<file path="src/rtl/mips_pkg.sv">
// Shared MIPS pipeline definitions: reset PC, bubble instruction and primary opcodes.
// The fetch stage and the main decoder both import this package.
package mips_pkg;

  localparam logic [31:0] RESET_PC_DEFAULT = 32'h0000_0000;
  localparam logic [31:0] NOP_INSTR_WORD   = 32'h0000_0000;  // sll $0,$0,0
  localparam logic [31:0] PC_STEP          = 32'h0000_0004;

  localparam logic [5:0] OP_RTYPE = 6'b000000;
  localparam logic [5:0] OP_LW    = 6'b100011;
  localparam logic [5:0] OP_SW    = 6'b101011;
  localparam logic [5:0] OP_BEQ   = 6'b000100;
  localparam logic [5:0] OP_BNE   = 6'b000101;
  localparam logic [5:0] OP_J     = 6'b000010;
  localparam logic [5:0] OP_ADDI  = 6'b001000;
  localparam logic [5:0] OP_ANDI  = 6'b001100;

  typedef enum logic [1:0] {
    PC_HOLD = 2'b00,
    PC_INCR = 2'b01,
    PC_LOAD = 2'b10
  } pc_op_e;

  // Instruction fetches are word aligned; the low two address bits are dropped.
  function automatic logic [31:0] align_word(input logic [31:0] addr);
    return {addr[31:2], 2'b00};
  endfunction

endpackage

</file>
<file path="src/rtl/if_stage_pc_reg.sv">
// Program counter register: load an aligned target, step by one word, or hold.
// Asynchronous active-low reset returns it to RESET_PC.
module pc_reg
  import mips_pkg::*;
#(
  parameter logic [31:0] RESET_PC = RESET_PC_DEFAULT
) (
  input  logic        clk,
  input  logic        rst_n,
  input  pc_op_e      pc_op,
  input  logic [31:0] load_addr,
  output logic [31:0] pc,
  output logic [31:0] pc_plus4
);

  logic [31:0] pc_q;
  logic [31:0] pc_d;

  assign pc_plus4 = pc_q + PC_STEP;
  assign pc       = pc_q;

  // Next-PC selection
  always_comb begin
    pc_d = pc_q;
    case (pc_op)
      PC_LOAD: pc_d = align_word(load_addr);
      PC_INCR: pc_d = pc_plus4;
      PC_HOLD: pc_d = pc_q;
      default: pc_d = pc_q;
    endcase
  end

  // PC state register
  always_ff @(posedge clk or negedge rst_n) begin
    if (!rst_n) begin
      pc_q <= RESET_PC;
    end else begin
      pc_q <= pc_d;
    end
  end

endmodule

</file>
<file path="src/rtl/if_stage.sv">
// Instruction-fetch stage: PC, instruction-memory request and the IF/ID register.
// Priority each cycle is redirect > stall > memory ready > memory wait (bubble).
module if_stage
  import mips_pkg::*;
#(
  parameter logic [31:0] RESET_PC  = RESET_PC_DEFAULT,
  parameter logic [31:0] NOP_INSTR = NOP_INSTR_WORD
) (
  input  logic        clk,
  input  logic        rst_n,
  input  logic        stall,
  input  logic        redirect,
  input  logic [31:0] redirect_target,
  output logic [31:0] imem_addr,
  output logic        imem_req,
  input  logic [31:0] imem_rdata,
  input  logic        imem_ready,
  output logic [31:0] ifid_instr,
  output logic [31:0] ifid_pc4,
  output logic        ifid_valid,
  output logic [31:0] fetch_count
);

  pc_op_e      pc_op_s;
  logic [31:0] pc_s;
  logic [31:0] pc_plus4_s;

  logic [31:0] ifid_instr_q, ifid_instr_d;
  logic [31:0] ifid_pc4_q,   ifid_pc4_d;
  logic        ifid_valid_q, ifid_valid_d;
  logic [31:0] fetch_count_q, fetch_count_d;

  pc_reg #(
    .RESET_PC (RESET_PC)
  ) u_pc_reg (
    .clk       (clk),
    .rst_n     (rst_n),
    .pc_op     (pc_op_s),
    .load_addr (redirect_target),
    .pc        (pc_s),
    .pc_plus4  (pc_plus4_s)
  );

  assign imem_addr = pc_s;
  assign imem_req  = rst_n & ~stall & ~redirect;

  // Stage control: PC operation and IF/ID next values
  always_comb begin
    pc_op_s       = PC_HOLD;
    ifid_instr_d  = ifid_instr_q;
    ifid_pc4_d    = ifid_pc4_q;
    ifid_valid_d  = ifid_valid_q;
    fetch_count_d = fetch_count_q;
    if (redirect) begin
      // Wrong-path data arriving this cycle is discarded along with the stall.
      pc_op_s      = PC_LOAD;
      ifid_instr_d = NOP_INSTR;
      ifid_pc4_d   = 32'h0000_0000;
      ifid_valid_d = 1'b0;
    end else if (stall) begin
      pc_op_s = PC_HOLD;
    end else if (imem_ready) begin
      pc_op_s       = PC_INCR;
      ifid_instr_d  = imem_rdata;
      ifid_pc4_d    = pc_plus4_s;
      ifid_valid_d  = 1'b1;
      fetch_count_d = fetch_count_q + 32'd1;
    end else begin
      pc_op_s      = PC_HOLD;
      ifid_instr_d = NOP_INSTR;
      ifid_valid_d = 1'b0;
    end
  end

  // IF/ID pipeline register and fetch counter
  always_ff @(posedge clk or negedge rst_n) begin
    if (!rst_n) begin
      ifid_instr_q  <= NOP_INSTR;
      ifid_pc4_q    <= 32'h0000_0000;
      ifid_valid_q  <= 1'b0;
      fetch_count_q <= 32'h0000_0000;
    end else begin
      ifid_instr_q  <= ifid_instr_d;
      ifid_pc4_q    <= ifid_pc4_d;
      ifid_valid_q  <= ifid_valid_d;
      fetch_count_q <= fetch_count_d;
    end
  end

  assign ifid_instr  = ifid_instr_q;
  assign ifid_pc4    = ifid_pc4_q;
  assign ifid_valid  = ifid_valid_q;
  assign fetch_count = fetch_count_q;

endmodule

</file>
<file path="config.mk">
export PLATFORM = sky130hd
export DESIGN_NAME = if_stage
export DESIGN_NICKNAME = d
export VERILOG_FILES = /design/src/rtl/mips_pkg.sv /design/src/rtl/if_stage_pc_reg.sv /design/src/rtl/if_stage.sv
export SDC_FILE = /design/constraint.sdc
export NUM_CORES = 1
export LEC_CHECK = 0
export ABC_AREA = 1
export BUFFER_PORTS_ARGS = -buffer_cell sky130_fd_sc_hd__buf_2
export CORE_MARGIN = 1.5
export CORE_UTILIZATION = 51
export DETAILED_ROUTE_END_ITERATION = 8
export GPL_ROUTABILITY_DRIVEN = 0
export GPL_TIMING_DRIVEN = 1
export HOLD_SLACK_MARGIN = 0.08
export PLACE_DENSITY = 0.9
export SLEW_MARGIN = 20
export SYNTH_ARGS = -nofsm -noshare
export SYNTH_HDL_FRONTEND = slang
export SYNTH_SLANG_ARGS = --single-unit
</file>
<file path="constraint.sdc">
create_clock -name clk -period 1.8 [get_ports clk]
set_input_delay 0.36 -clock clk [delete_from_list [all_inputs] [get_ports clk]]
set_output_delay 0.36 -clock clk [all_outputs]
set_load 0.01 [all_outputs]
</file>
== Word level (Yosys, flattened, before mapping) ==
Index checks and enable logic that the tools add are counted.
Word-level totals
  flip-flop bits (word level): 129
  bits of input ports: 69
  output and inout bits: 130
  word-level logic and storage cells: 31
Cells by class
  $add $sub $neg: 2
  equality and inequality tests: 3
  muxes and demuxes: 13
  bitwise gates (word level): 4
  reductions and logical operators: 4
Operator list (count)
  $mux 32: 6
  $pmux 32 s2: 1
  $add 32x1->32 const B: 1
  $add 32x3->32 const B: 1
  $mux 1: 5
  $reduce_bool 2->1: 2
  $reduce_and 3->1: 1
  $and 1x1->1: 2
  $eq 2x1->1 const B: 1
  $eq 2x2->1 const B: 1
  $mux 2: 1
  $ne 2x1->1 const B: 1
  $not 1->1: 2
  $reduce_and 2->1: 1

== Logic depth before layout (Yosys ltp) ==
  word-level depth: 5
  mapped depth: 11

== By module ==
From an unflattened synthesis, not the netlist that was laid out.
Unflattened totals
  cell total of the unflattened synthesis: 855
  area total of the unflattened synthesis: 6761.5 µm²
Modules (own cells, without submodules)
  if_stage: instances 1, cells each 453, area an instance 4291.6 µm², seq. area each 2427.3 µm²
  pc_reg: instances 1, cells each 402, area an instance 2469.9 µm², seq. area each 750.7 µm²

== Least setup slack after synthesis ==
OpenSTA, ideal clock, no wires.
  path kind: input -> output
  from: in redirect
  to: out imem_req
  data arrival time: 1.116 ns
  slack: 0.324 ns
  stages: 5
  path through: inv_2 > buf_2 > clkbuf_1 > nand2_1 > nor2_1
Between the ends
  word-level cells in the longest chain between the ends: 2
Ends and longest elaborated chain
  start, declared: RTL line if_stage.sv:12  | input logic redirect,
  $not 1->1 (no source line)
  $and 1x1->1: RTL line if_stage.sv:45  | assign imem_req = rst_n & ~stall & ~redirect;
  end, declared: RTL line if_stage.sv:15  | output logic imem_req,
Every way passes these cells.

== Final worst setup path ==
  from: reg u_pc_reg.pc_q[3], in the netlist u_pc_reg.pc[3]
  to: reg u_pc_reg.pc_q[30], in the netlist u_pc_reg.pc[30]
Between the ends
  word-level cells in the longest chain between the ends: 2
Ends and longest elaborated chain
  start, declared: RTL line if_stage_pc_reg.sv:16  | logic [31:0] pc_q;
  start signal, assigned: RTL line if_stage_pc_reg.sv:38  | pc_q <= pc_d;
  $add 32x3->32: RTL line if_stage_pc_reg.sv:19  | assign pc_plus4 = pc_q + PC_STEP;
  $pmux 32 s2: RTL line if_stage_pc_reg.sv:25  | case (pc_op)
Every way passes these cells.
A chain may end at the register's enable or synchronous reset.

==> flow_summary_export.csv <==
group,metric,value,unit
outcome,run_status,"finished clean",
die,die_area,0.0130,sq mm
timing,final_hold_violation_count,0,
detailed_routing,drt_iter0_drc,430,
logic_synthesis,seq_area_frac_synth,50.3,%
logic_synthesis,ys_top_cells_by_area,"sky130_fd_sc_hd__dfrtp_1, sky130_fd_sc_hd__nand2_1, sky130_fd_sc_hd__nor2_1",
die,boundaryPins,199,
worst_setup_path,timing.critical_path.from_type,"register",
die,die_x,114,um
detailed_routing,remaining_drc_errors,0,
timing,worst_pin_slew,0.659,ns
global_routing,initial_antenna_violation_count,1,
clocking,cts_buffers,17,
finish,most-common-layout-cells,"sky130_fd_sc_hd__nand2_1, sky130_fd_sc_hd__buf_2, sky130_fd_sc_hd__dfrtp_1",
global_routing,grtUsageTotal,27.4,%
finish,final_net_count,1043,
timing,max_freq,602,MHz
worst_setup_path,path_max_fanout,6,
timing,fin_crit_sh,92.2,%
power,max-vdd-ir-drop,0.000560,V
die,floorplan.initialDensity,52.1,%
timing,final.min_clock_period,1.66,ns
clocking,cts_setup_buffers,0,
worst_setup_path,path_class,"reg -> reg",
logic_synthesis,ys_types,34,
clocking,clock_tree.buffer_depth,2,
timing,finalMaxSlewViolations,0,
logic_synthesis,syn-cell-area,0.00626,sq mm
clocking,cts_tree,"yes",
timing,fin_setup_tns,0,ns
min_path,hold_path.class,"in -> async",
timing,hold_slack,0.119,ns
placed_design,numPortBuffers,194,
finish,most_common_cell_after_layout_fill_and_taps_aside,"sky130_fd_sc_hd__nand2_1",
finish,fin_cells,1133,
global_routing,via_count_of_the_first_global_routing_pass,5819,
detailed_routing,detailedRoute.firstPassIterationCount,5,
placed_design,dp_cells,1100,
logic_synthesis,postSynthRegisterBits,126,
worst_setup_path,timing.critical_path.to_type,"register",
worst_setup_path,cp.required,2.14,ns
timing,grt_setup_unrepaired,"no",
power,power.total,7.71,mW
global_routing,grt_max_degree,127,
detailed_routing,vias,6091,
timing,finalClockSkew,0.00497,ns
logic_synthesis,synthDominantCellAreaShare,50.3,%
placed_design,detailed_place_hpwl,12.1,mm
die,die_h,114,um
logic_synthesis,syn-instance-count,775,
clocking,clock_insertion_delay_worst_skew,0.41,ns
worst_setup_path,cp.arrival,2.00,ns
detailed_routing,totalWireLength,17.1,mm
detailed_routing,routed_wire_length_per_instance,15.1,um
die,fp.coreArea,0.0120,sq mm
clocking,h_tree_lvl_count,4,
detailed_routing,postRouteAntennaNets,0,
power,p_leak,4.23,nW
logic_synthesis,yosys.area.top_type,"sky130_fd_sc_hd__dfrtp_1",
timing,setup_viol,0,
global_routing,gr-total-overflow,0,
global_routing,grt_first_pass_wirelength,28.0,mm
power,powerDensity,963,mW/mm^2
clocking,clkTransAtPathRegs,0.05,ns
finish,multi_input_area,0.00275,sq mm
clocking,number_of_clock_sinks_seen_by_cts,126,
detailed_routing,drt-vias-per-instance,5.38,
logic_synthesis,synth.avg_cell_area,8.08,sq um
finish,final-seq-area,0.00315,sq mm
job,maxCapViolCount,0,
finish,syn2layout_area_growth,27.8,%
die,rows,40,
logic_synthesis,yosysWarnings,0,
finish,post_route_cells_drive_above_1_share,26.0,%
finish,fill_cells,971,
clocking,cts.root.buffer_cell,"sky130_fd_sc_hd__clkbuf_16",
timing,timing.max_slew.rel_slack,56.0,%
==> through the flow <==
| stage | utilization (%) | instance area (sq um) | setup WS (ns) |
|---|---|---|---|
| after floorplan | - | 6270 | 0.324 |
| after global placement | 61.6 | 7400 | 0.179 |
| after detailed placement | 61.6 | 7400 | 0.131 |
| after CTS | 66.5 | 7990 | 0.0689 |
| after global routing | 66.6 | 8000 | 0.00647 |
| final | 66.7 | 8010 | 0.140 |
==> critical path: stages, from the launching register on <==
cell and delay (ns):
sky130_fd_sc_hd__dfrtp_1 0.38, sky130_fd_sc_hd__ha_1 0.17, sky130_fd_sc_hd__nand2_1 0.10, sky130_fd_sc_hd__nor2_4 0.14
sky130_fd_sc_hd__nand2_2 0.17, sky130_fd_sc_hd__nor2_2 0.19, sky130_fd_sc_hd__nand2_1 0.08, sky130_fd_sc_hd__nand2_1 0.08
sky130_fd_sc_hd__nand3_1 0.12, sky130_fd_sc_hd__a21oi_1 0.14
==> final cells by class <==
class                      count  share of cell area [%]
antenna                        1                  0.0313
tap                          147                    2.30
clock inverter                 7                    1.38
timing repair buffer         207                    13.7
inverter                      63                    2.98
multi-input combinational    557                    34.3
clock buffer                  25                    5.94
sequential                   126                    39.4
==> synth_stat cells <==
cell type and number:
sky130_fd_sc_hd__nor3b_1 1, sky130_fd_sc_hd__nor2_1 89, sky130_fd_sc_hd__nand4_1 1, sky130_fd_sc_hd__and2_1 2
sky130_fd_sc_hd__a21oi_1 28, sky130_fd_sc_hd__nand3_1 48, sky130_fd_sc_hd__nand3_4 1, sky130_fd_sc_hd__buf_4 4
sky130_fd_sc_hd__xnor2_1 10, sky130_fd_sc_hd__nand3b_1 5, sky130_fd_sc_hd__ha_1 2, sky130_fd_sc_hd__a31oi_1 2
sky130_fd_sc_hd__inv_4 1, sky130_fd_sc_hd__nand2_1 257, sky130_fd_sc_hd__inv_2 2, sky130_fd_sc_hd__clkbuf_1 11
sky130_fd_sc_hd__nor3_1 7, sky130_fd_sc_hd__o211ai_1 3, sky130_fd_sc_hd__nor3_2 1, sky130_fd_sc_hd__conb_1 1
sky130_fd_sc_hd__inv_1 60, sky130_fd_sc_hd__o21ai_0 23, sky130_fd_sc_hd__or2_2 2, sky130_fd_sc_hd__nor3_4 1
sky130_fd_sc_hd__nor2_4 1, sky130_fd_sc_hd__nand2_2 3, sky130_fd_sc_hd__nor2_2 10, sky130_fd_sc_hd__a32o_1 32
sky130_fd_sc_hd__dfrtp_1 126, sky130_fd_sc_hd__nor4_1 1, sky130_fd_sc_hd__xor2_1 15, sky130_fd_sc_hd__and3_1 1
sky130_fd_sc_hd__buf_2 15, sky130_fd_sc_hd__a22oi_1 9
==> routing by layer <==
layer	vias up	GRT usage [%]	part of all wire [%]
met2	302	46.3	49
met5	-	0	0
met3	42	6.64	7.8
li1	2903	-	-
met4	0	11.3	2.6
met1	2844	33.7	40
==> report_power, final <==
part / internal, mW / leakage (nW) / total, mW / switching [mW]
Combinational: 0.397 / 2.30 / 1.04 / 0.646
Clock: 2.24 / 0.289 / 3.41 / 1.17
Sequential: 3.04 / 1.64 / 3.26 / 0.219
Total: 5.67 / 4.23 / 7.71 / 2.03
==> path summary, 6_finish.rpt <==
kind | from | end | slack [ns] | cells past startpoint
max in group asynchronous | rst_n | ifid_instr[23] | 1.20 | 2
worst min-delay path | rst_n | ifid_pc4[8] | 0.12 | 2
worst min register to register | ifid_pc4[31] | ifid_pc4[31] | 0.47 | 2
worst max-delay path | u_pc_reg.pc[3] | u_pc_reg.pc[30] | 0.14 | 9
min in group clk | imem_rdata[26] | ifid_instr[26] | 0.17 | 2
worst max register to register | u_pc_reg.pc[3] | u_pc_reg.pc[30] | 0.14 | 9
==> timing repair <==
action	4_1_cts	5_1_grt
gates resized for setup	0	4
endpoints found under the setup margin	0	9
endpoints found under the hold margin	0	0
hold buffers	0	0
==> logic make-up after synthesis <==
group | share of synthesized area (%)
DFF | 50.3
AOI/OAI and AO/OA | 10.8
xor gates and xnor gates | 3.50
adders and majority gates | 0.399
other | 0.0599
and+or+nand+nor | 28.7
buffers and inverters | 6.15
No activity file was read; power rests on OpenSTA's default activity.
